$ cat src/rtl/decode_pkg.sv
// Shared types and opcode constants for the LEGv8 decode stage.
package decode_pkg;

  // Internal datapath width for PC and immediate; the stage's XLEN must not exceed it.
  localparam int DEC_XLEN = 64;

  typedef enum logic [2:0] {
    TYPE_R       = 3'd0,
    TYPE_I       = 3'd1,
    TYPE_D       = 3'd2,
    TYPE_B       = 3'd3,
    TYPE_CB      = 3'd4,
    TYPE_ILLEGAL = 3'd5
  } instr_type_t;

  // Opcodes, each at the width of the field it is matched against.
  localparam logic [10:0] OP_LDUR = 11'b11111000010;
  localparam logic [10:0] OP_STUR = 11'b11111000000;
  localparam logic [10:0] OP_ADD  = 11'b10001011000;
  localparam logic [10:0] OP_SUB  = 11'b11001011000;
  localparam logic [10:0] OP_AND  = 11'b10001010000;
  localparam logic [10:0] OP_ORR  = 11'b10101010000;
  localparam logic [9:0]  OP_ADDI = 10'b1001000100;
  localparam logic [9:0]  OP_SUBI = 10'b1101000100;
  localparam logic [5:0]  OP_B    = 6'b000101;
  localparam logic [7:0]  OP_CBZ  = 8'b10110100;
  localparam logic [7:0]  OP_CBNZ = 8'b10110101;

  typedef struct packed {
    logic [DEC_XLEN-1:0] pc;
    instr_type_t         itype;
    logic [10:0]         opcode;
    logic [4:0]          rm;
    logic [4:0]          rn;
    logic [4:0]          rd;
    logic [DEC_XLEN-1:0] imm;
    logic                illegal;
  } decoded_t;

  // Format classification; earlier matches take priority.
  function automatic instr_type_t classify(input logic [31:0] instr);
    instr_type_t t;
    if (instr[31:21] == OP_LDUR || instr[31:21] == OP_STUR) begin
      t = TYPE_D;
    end else if (instr[31:21] == OP_ADD || instr[31:21] == OP_SUB ||
                 instr[31:21] == OP_AND || instr[31:21] == OP_ORR) begin
      t = TYPE_R;
    end else if (instr[31:22] == OP_ADDI || instr[31:22] == OP_SUBI) begin
      t = TYPE_I;
    end else if (instr[31:26] == OP_B) begin
      t = TYPE_B;
    end else if (instr[31:24] == OP_CBZ || instr[31:24] == OP_CBNZ) begin
      t = TYPE_CB;
    end else begin
      t = TYPE_ILLEGAL;
    end
    return t;
  endfunction

endpackage

$ cat src/rtl/instr_field_decode.sv
// Combinational LEGv8 field extractor: raw instruction + PC -> decoded_t.
module instr_field_decode
  import decode_pkg::*;
(
  input  logic [31:0]         instr,
  input  logic [DEC_XLEN-1:0] pc,
  output decoded_t            dec
);

  instr_type_t itype;
  assign itype = classify(instr);

  // Pull out the fields that exist for this format; everything else stays zero.
  always_comb begin
    dec         = '0;
    dec.pc      = pc;
    dec.opcode  = instr[31:21];
    dec.itype   = itype;
    dec.illegal = 1'b0;
    case (itype)
      TYPE_R: begin
        dec.rm  = instr[20:16];
        dec.rn  = instr[9:5];
        dec.rd  = instr[4:0];
        dec.imm = {{(DEC_XLEN-6){1'b0}}, instr[15:10]};
      end
      TYPE_I: begin
        dec.rn  = instr[9:5];
        dec.rd  = instr[4:0];
        dec.imm = {{(DEC_XLEN-12){1'b0}}, instr[21:10]};
      end
      TYPE_D: begin
        dec.rn  = instr[9:5];
        dec.rd  = instr[4:0];
        dec.imm = {{(DEC_XLEN-9){instr[20]}}, instr[20:12]};
      end
      TYPE_B: begin
        dec.imm = {{(DEC_XLEN-26){instr[25]}}, instr[25:0]};
      end
      TYPE_CB: begin
        dec.rd  = instr[4:0];
        dec.imm = {{(DEC_XLEN-19){instr[23]}}, instr[23:5]};
      end
      default: begin
        dec.itype   = TYPE_ILLEGAL;
        dec.illegal = 1'b1;
      end
    endcase
  end

endmodule

$ cat src/rtl/instr_decode_stage.sv
// Registered, back-pressured decode stage: decodes on entry and buffers
// up to DEPTH decoded entries between fetch and register-read.
module instr_decode_stage
  import decode_pkg::*;
#(
  parameter int XLEN  = 64,  // must not exceed DEC_XLEN
  parameter int DEPTH = 2,   // power of two, >= 2
  parameter int REG_W = 5
) (
  input  logic             clk,
  input  logic             rst_n,
  input  logic             flush,
  input  logic             in_valid,
  output logic             in_ready,
  input  logic [31:0]      in_instr,
  input  logic [XLEN-1:0]  in_pc,
  output logic             out_valid,
  input  logic             out_ready,
  output logic [XLEN-1:0]  out_pc,
  output logic [2:0]       out_type,
  output logic [10:0]      out_opcode,
  output logic [REG_W-1:0] out_rm_num,
  output logic [REG_W-1:0] out_rn_num,
  output logic [REG_W-1:0] out_rd_num,
  output logic [XLEN-1:0]  out_imm,
  output logic             out_illegal
);

  localparam int PTR_W = $clog2(DEPTH);
  localparam int CNT_W = PTR_W + 1;

  decoded_t             in_dec;
  decoded_t             mem_q [DEPTH];
  decoded_t             head;
  logic [PTR_W-1:0]     wr_ptr_q, wr_ptr_d;
  logic [PTR_W-1:0]     rd_ptr_q, rd_ptr_d;
  logic [CNT_W-1:0]     count_q, count_d;
  logic                 in_ready_q, in_ready_d;
  logic                 push, pop;

  instr_field_decode u_field_decode (
    .instr (in_instr),
    .pc    (DEC_XLEN'(in_pc)),
    .dec   (in_dec)
  );

  assign in_ready  = in_ready_q;
  assign out_valid = (count_q != '0);
  assign push      = in_valid & in_ready_q;
  assign pop       = out_valid & out_ready;
  assign head      = mem_q[rd_ptr_q];

  // Next pointer/occupancy state; flush wins over any push or pop.
  always_comb begin
    wr_ptr_d = wr_ptr_q;
    rd_ptr_d = rd_ptr_q;
    count_d  = count_q;
    if (flush) begin
      wr_ptr_d = '0;
      rd_ptr_d = '0;
      count_d  = '0;
    end else begin
      if (push) wr_ptr_d = wr_ptr_q + PTR_W'(1);
      if (pop)  rd_ptr_d = rd_ptr_q + PTR_W'(1);
      case ({push, pop})
        2'b10:   count_d = count_q + CNT_W'(1);
        2'b01:   count_d = count_q - CNT_W'(1);
        default: count_d = count_q;
      endcase
    end
    // Space flag is precomputed from next occupancy so in_ready has no path from out_ready.
    in_ready_d = (count_d < CNT_W'(DEPTH));
  end

  // Control state; reset empties the buffer and holds off fetch.
  always_ff @(posedge clk or negedge rst_n) begin
    if (!rst_n) begin
      wr_ptr_q   <= '0;
      rd_ptr_q   <= '0;
      count_q    <= '0;
      in_ready_q <= 1'b0;
    end else begin
      wr_ptr_q   <= wr_ptr_d;
      rd_ptr_q   <= rd_ptr_d;
      count_q    <= count_d;
      in_ready_q <= in_ready_d;
    end
  end

  // Entry storage; contents are don't-care when unoccupied, so no reset is needed.
  always_ff @(posedge clk) begin
    if (push && !flush) begin
      mem_q[wr_ptr_q] <= in_dec;
    end
  end

  // Head entry drives the outputs; zeros whenever the buffer is empty.
  always_comb begin
    out_pc      = '0;
    out_type    = '0;
    out_opcode  = '0;
    out_rm_num  = '0;
    out_rn_num  = '0;
    out_rd_num  = '0;
    out_imm     = '0;
    out_illegal = 1'b0;
    if (out_valid) begin
      out_pc      = head.pc[XLEN-1:0];
      out_type    = head.itype;
      out_opcode  = head.opcode;
      out_rm_num  = REG_W'(head.rm);
      out_rn_num  = REG_W'(head.rn);
      out_rd_num  = REG_W'(head.rd);
      out_imm     = head.imm[XLEN-1:0];
      out_illegal = head.illegal;
    end
  end

endmodule
$ cat config.mk
export PLATFORM = sky130hd
export DESIGN_NAME = instr_decode_stage
export DESIGN_NICKNAME = d
export VERILOG_FILES = /design/src/rtl/decode_pkg.sv /design/src/rtl/instr_field_decode.sv /design/src/rtl/instr_decode_stage.sv
export SDC_FILE = /design/constraint.sdc
export NUM_CORES = 1
export LEC_CHECK = 0
export CORE_MARGIN = 4
export CORE_UTILIZATION = 49
export DETAILED_ROUTE_END_ITERATION = 12
export MAX_ROUTING_LAYER = met4
export PLACE_DENSITY = 0.84
export SETUP_SLACK_MARGIN = 0.1
export SLEW_MARGIN = 15
export SYNTH_ARGS = -nofsm -noshare
export SYNTH_HDL_FRONTEND = slang
export SYNTH_SLANG_ARGS = --single-unit
$ cat constraint.sdc
create_clock -name clk -period 11.64 [get_ports clk]
set_clock_uncertainty 0.1 [all_clocks]
set_input_delay 3.492 -clock clk [delete_from_list [all_inputs] [get_ports clk]]
set_output_delay 3.492 -clock clk [all_outputs]
set_load 0.005 [all_outputs]
# Word-level counts from Yosys, hierarchy flattened
# Memories as Yosys holds them, arrays and structs flattened.
# Index checks and enable logic that the tools add are counted.
[op_classes]
addsub = 4
n_lt_le_gt_ge = 1
n_eq_ne = 17
mux = 27
bitwise_logic = 2
n_reduce_logical = 15
[op_table]
columns = ["cell", "n"]
rows = [
  ["64-bit one-hot mux with 5 select lines", 1],
  ["64-bit two-way mux", 2],
  ["11-bit == test, second input constant", 6],
  ["5-bit two-way mux", 6],
  ["10-bit == test, second input constant", 2],
  ["3-bit two-way mux", 6],
  ["8-bit == test, second input constant", 2],
  ["11-bit two-way mux", 1],
  ["1-bit two-way mux", 9],
  ["3-bit by 2-bit == test with 1-bit output, second input constant", 2],
  ["6-bit by 3-bit == test with 1-bit output, second input constant", 1],
  ["1-bit logical OR", 6],
  ["2-bit nonzero test", 3],
  ["5-bit OR reduction", 1],
  ["2-bit one-hot mux with 2 select lines", 1],
  ["4-bit OR reduction", 1],
  ["3-bit by 1-bit == test with 1-bit output, second input constant", 1],
  ["3-bit == test, second input constant", 1],
  ["3-bit zero test", 1],
  ["3-bit OR reduction", 1],
  ["1-bit adder, second input constant", 2],
  ["2-bit by 1-bit adder with 2-bit output, second input constant", 1],
  ["1-bit bitwise AND", 2],
  ["2-bit by 1-bit == test with 1-bit output, second input constant", 1],
  ["6 further kinds", 6],
]
[totals]
register_bits = 5
ram_bits = 316
wordCells = 71
memories = 1
[mem_list]
columns = ["memory", "words", "width", "rd", "rd_clocked_by_memory_dff", "write_ports", "line", "source"]
rows = [
  ["mem_q", 2, 158, 1, 0, 1, "instr_decode_stage.sv:33", "decoded_t mem_q [DEPTH];"],
]

# Logic depth before layout (Yosys ltp)
[logic_depth]
depth_word = 10
mapped_depth = 10

# Hierarchy
# From an unflattened synthesis, not the netlist that was laid out.
[hier_totals]
cells_unflattened = 923
hier_area_um2 = 13823.3
[modules_own_cells]
columns = ["mod", "instances", "cells_each", "area_each_um2"]
rows = [
  ["instr_decode_stage", 1, 696, 12245.5],
  ["instr_field_decode", 1, 227, 1577.8],
]

# Least setup slack after synthesis
# Ideal clock, no wire load.
[synth_path]
path_kind = "input to register"
from = "input in_valid"
to = "memory mem_q[1][0] (netlist name), enable pin"
setup_time_ps = 770
arrival_ps = 12362
required_ps = 10770
slack_ps = -1593
path_stages = 2
path_buffers = 0
cell_sequence = "nand2_1 -> nor3b_1"
[synth_via]
elab_chain_len = 4
[synth_lines]
columns = ["element", "line", "source"]
rows = [
  ["start: declaration", "instr_decode_stage.sv:13", "input logic in_valid,"],
  ["1-bit bitwise AND", "instr_decode_stage.sv:49", "assign push = in_valid & in_ready_q;"],
  ["1-bit logical AND", "instr_decode_stage.sv:92", "if (push && !flush) begin"],
  ["1-bit two-way mux", "instr_decode_stage.sv:92", ""],
  ["1-bit two-way mux (not written as such)", "instr_decode_stage.sv:93", "mem_q[wr_ptr_q] <= in_dec;"],
  ["end: declaration", "instr_decode_stage.sv:33", ""],
]
# Every way passes these cells.

# Worst setup path after layout
[layout_path]
from = "register count_q[0]"
to = "output out_pc[49]"
[layout_via]
elab_chain_len = 2
[layout_lines]
columns = ["element", "line", "source"]
rows = [
  ["start: declaration", "instr_decode_stage.sv:37", "logic [CNT_W-1:0] count_q, count_d;"],
  ["start signal: assignment", "instr_decode_stage.sv:85", "count_q <= count_d;"],
  ["2-bit nonzero test", "instr_decode_stage.sv:48", "assign out_valid = (count_q != '0);"],
  ["64-bit two-way mux", "instr_decode_stage.sv:107", "if (out_valid) begin"],
  ["end: declaration", "instr_decode_stage.sv:19", "output logic [XLEN-1:0] out_pc,"],
]
# Every way passes these cells.

==> flow_summary.toml <==
[die]
die_y_um = 153
num_rows = 52
io_pins = 261
start_util_pct = 50.2
die_w_um = 153
core_area_um2 = 20400
die_area_um2 = 23300

[layout]
fillers = 1414
final_cell_mix = "clkdlybuf4s50_1 (260), edfxtp_1 (240), nor2_1 (132)"
layout-drive-gt1-share_pct = 7.01
final_util_pct = 67.2
layout_commonest_cell = "clkdlybuf4s50_1"
final_nets = 1013
fin_cells = 1197
regArea_um2 = 7340
area_growth_pct = 33.9
multi_input_area_um2 = 2520
antenna_cells = 0

[timing]
maxSlewViolCount = 0
fmax_ghz = 0.151
whs_ns = 0.538
grt_setup_unrepaired = "no"
slew_headroom_pct = 25.9
tightest_slew_ns = 1.11
fin_setup_tns_ns = 0
hold_viol = 0
finalCritPeriodShare_pct = 56.8
finalCriticalPeriod_ns = 6.61
setup_viol = 0

[power]
pwr-share-comb_pct = 27.9
p_leak_nw = 4.57
power.density_nw_per_um2 = 189
peakVddDrop_mv = 0.0951
pwr-share-clk_pct = 31.1
p_seq_share_pct = 41.1
internal-power_mw = 1.92
switching_share_pct = 26.0
power_switching_mw = 0.675

[placed_design]
place_hpwl_mm = 15.7
port_buffers = 260
gp_congestion = 0.867
dp.cells = 1152

[synthesis]
synth-main-ff-cell = "edfxtp_1"
synth_cell_types = 44
synth.area.top_cells = "edfxtp_1 (70%), mux2i_1 (12%), nor2_1 (4.9%)"
yosys_warnings = 0
synth_area_leader_cell = "edfxtp_1"
avgSynthCellArea_um2 = 15.0
syn_area_um2 = 10300
ys_ff_latch = 245
syn_inst = 682
synth-edff-count = 240
async_reset_ff_share_pct = 2.04
yosysTopAreaCellShare_pct = 70.3
ys_seq_area_share_pct = 71.5
syn-num-nets = 785

[setup_path]
path_max_fanout = 64
endpoint_kind = "primary output"
r2r_end = "mem_q[1][110]"
max_stage_delay_ns = 0.64
crit_path_frequent_cell = "buf_4"
critPathRequiredTime_ns = 8.05
worst-setup-path-type = "flip-flop to primary output"
rrSetupSlack_ns = 8.85
arrival_ns = 3.02
rr_worst_depth = 4
crit_slowest_cell = "buf_4"
startpoint_type = "flip-flop"
reg2reg_from = "in_ready"
crit_chain = "nor2_4 -> buf_4 -> buf_4 -> nor2_1 -> clkdlybuf4s50_1"

[grt]
antenna_found_initial = 0
grt_overflow = 0
grt_pass1_wl_mm = 35.4
grt_pass1_vias = 6445
track_usage_pct = 19.5
grt_max_degree = 66

[detailed_routing]
drtPass1Iterations = 8
drc = 0
drt_iter0_markers = 538
vias = 6405
routed_wl_mm = 23.2
antenna_left = 0
routed_via_density = 5.35
routedWlPerCell_um = 19.4

[clock_tree]
clock_sinks = 245
cts_setup_buffers = 0
cts_tree = "yes"
cts_resized = 0
htreeDepth = 1
clockBufferDepth = 3
insertion_delay_ns = 0.50
numCtsBuffers = 26
clock-root-buffer = "clkbuf_16"
clkTransAtPathRegs_ns = 0.06
hold_buffers = 0

[min_path]
hold_end = "wr_ptr_q"
whs_path_depth = 2
hp-class = "flip-flop to flip-flop"
hp-start = "wr_ptr_q"

[status]
outcome = "completed"

[job]
maxCapViolCount = 0
layout make-up:
type / instances / share of cell area, %
clock buffer: 29 / 4.97
sequential: 245 / 53.4
timing repair buffer: 269 / 19.4
multi-input combinational: 363 / 18.3
clock inverter: 16 / 1.22
inverter: 5 / 0.137
tap: 270 / 2.46
power groups by stage:
stage	Clock [mW]	Combinational, mW	Sequential, mW
4_1_cts	0.824	0.737	1.07
3_3_place_gp	0	0.724	1.08
5_1_grt	0.857	0.781	1.07
2_1_floorplan	0	0.363	1.08
6_report	0.807	0.724	1.07
3_5_place_dp	0	0.732	1.09
stage by stage:
step	setup slack, ns	instance area [um2]	total power [mW]
floorplan	2.66	10300	1.45
global placement	5.24	12900	1.81
detailed placement	5.26	12900	1.82
CTS	5.02	13700	2.63
global route	4.86	13700	2.71
finish	5.03	13700	2.60
layer usage:
layer	share of wire (%)	wire (um)	vias to the layer above	GRT usage, %
met4	3.1	715	0	6.15
met2	50	11500	353	31.9
met1	39	9140	3067	25.3
met3	7.9	1830	58	3.12
met5	0	0	-	-
li1	-	-	2927	-
critical path: cells and delay by family, from the launching register on:
family	cells	cell delay [ns]
buffers and inverters	3	1.65
AND/OR/NAND/NOR	2	0.32
flip-flops	1	0.44
flip-flops by register name, indices dropped and copies added, names as in the netlist:
signal,cells
rd_ptr_q,1
mem_q,240
count_q,2
wr_ptr_q,1
in_ready,1
synth_stat cells (2+ instances only):
library cell	count
buf_2	13
a2bb2oi_1	2
nor3_1	2
a222oi_1	5
clkbuf_1	17
a31oi_1	2
nor2_1	134
mux2i_1	120
nand2b_1	3
o21ai_1	3
ha_1	2
and2_1	10
inv_1	5
edfxtp_1	240
nand2_1	20
dfrtp_1	5
nor2b_1	6
o21ai_0	5
nand3_1	2
buf_4	39
a22o_1	2
a21o_1	8
a22oi_1	13
xnor2_1	3
o21a_1	2
worst max path at each step:
stage	cells after the start	slack [ns]	startpoint	endpoint
2_1_floorplan	2	2.66	in_valid	mem_q[1][0]
3_3_place_gp	5	5.24	in_valid	mem_q[1][109]
3_5_place_dp	5	5.26	in_valid	mem_q[1][109]
4_1_cts	3	5.02	rd_ptr_q	out_imm[27]
5_1_grt	5	4.86	count_q[0]	out_pc[49]
6_report	5	5.03	count_q[0]	out_pc[49]
kinds of logic after synthesis:
logic type | after synthesis | share of synthesized area (%)
DFF | 245 | 71.5
xor gates and xnor gates | 4 | 0.342
buffers and inverters | 74 | 4.30
muxes | 120 | 11.7
AOI/OAI and AO/OA | 46 | 3.48
adders and majority gates | 2 | 0.244
and+or+nand+nor | 191 | 8.42
(Power assumes the default switching activity.)
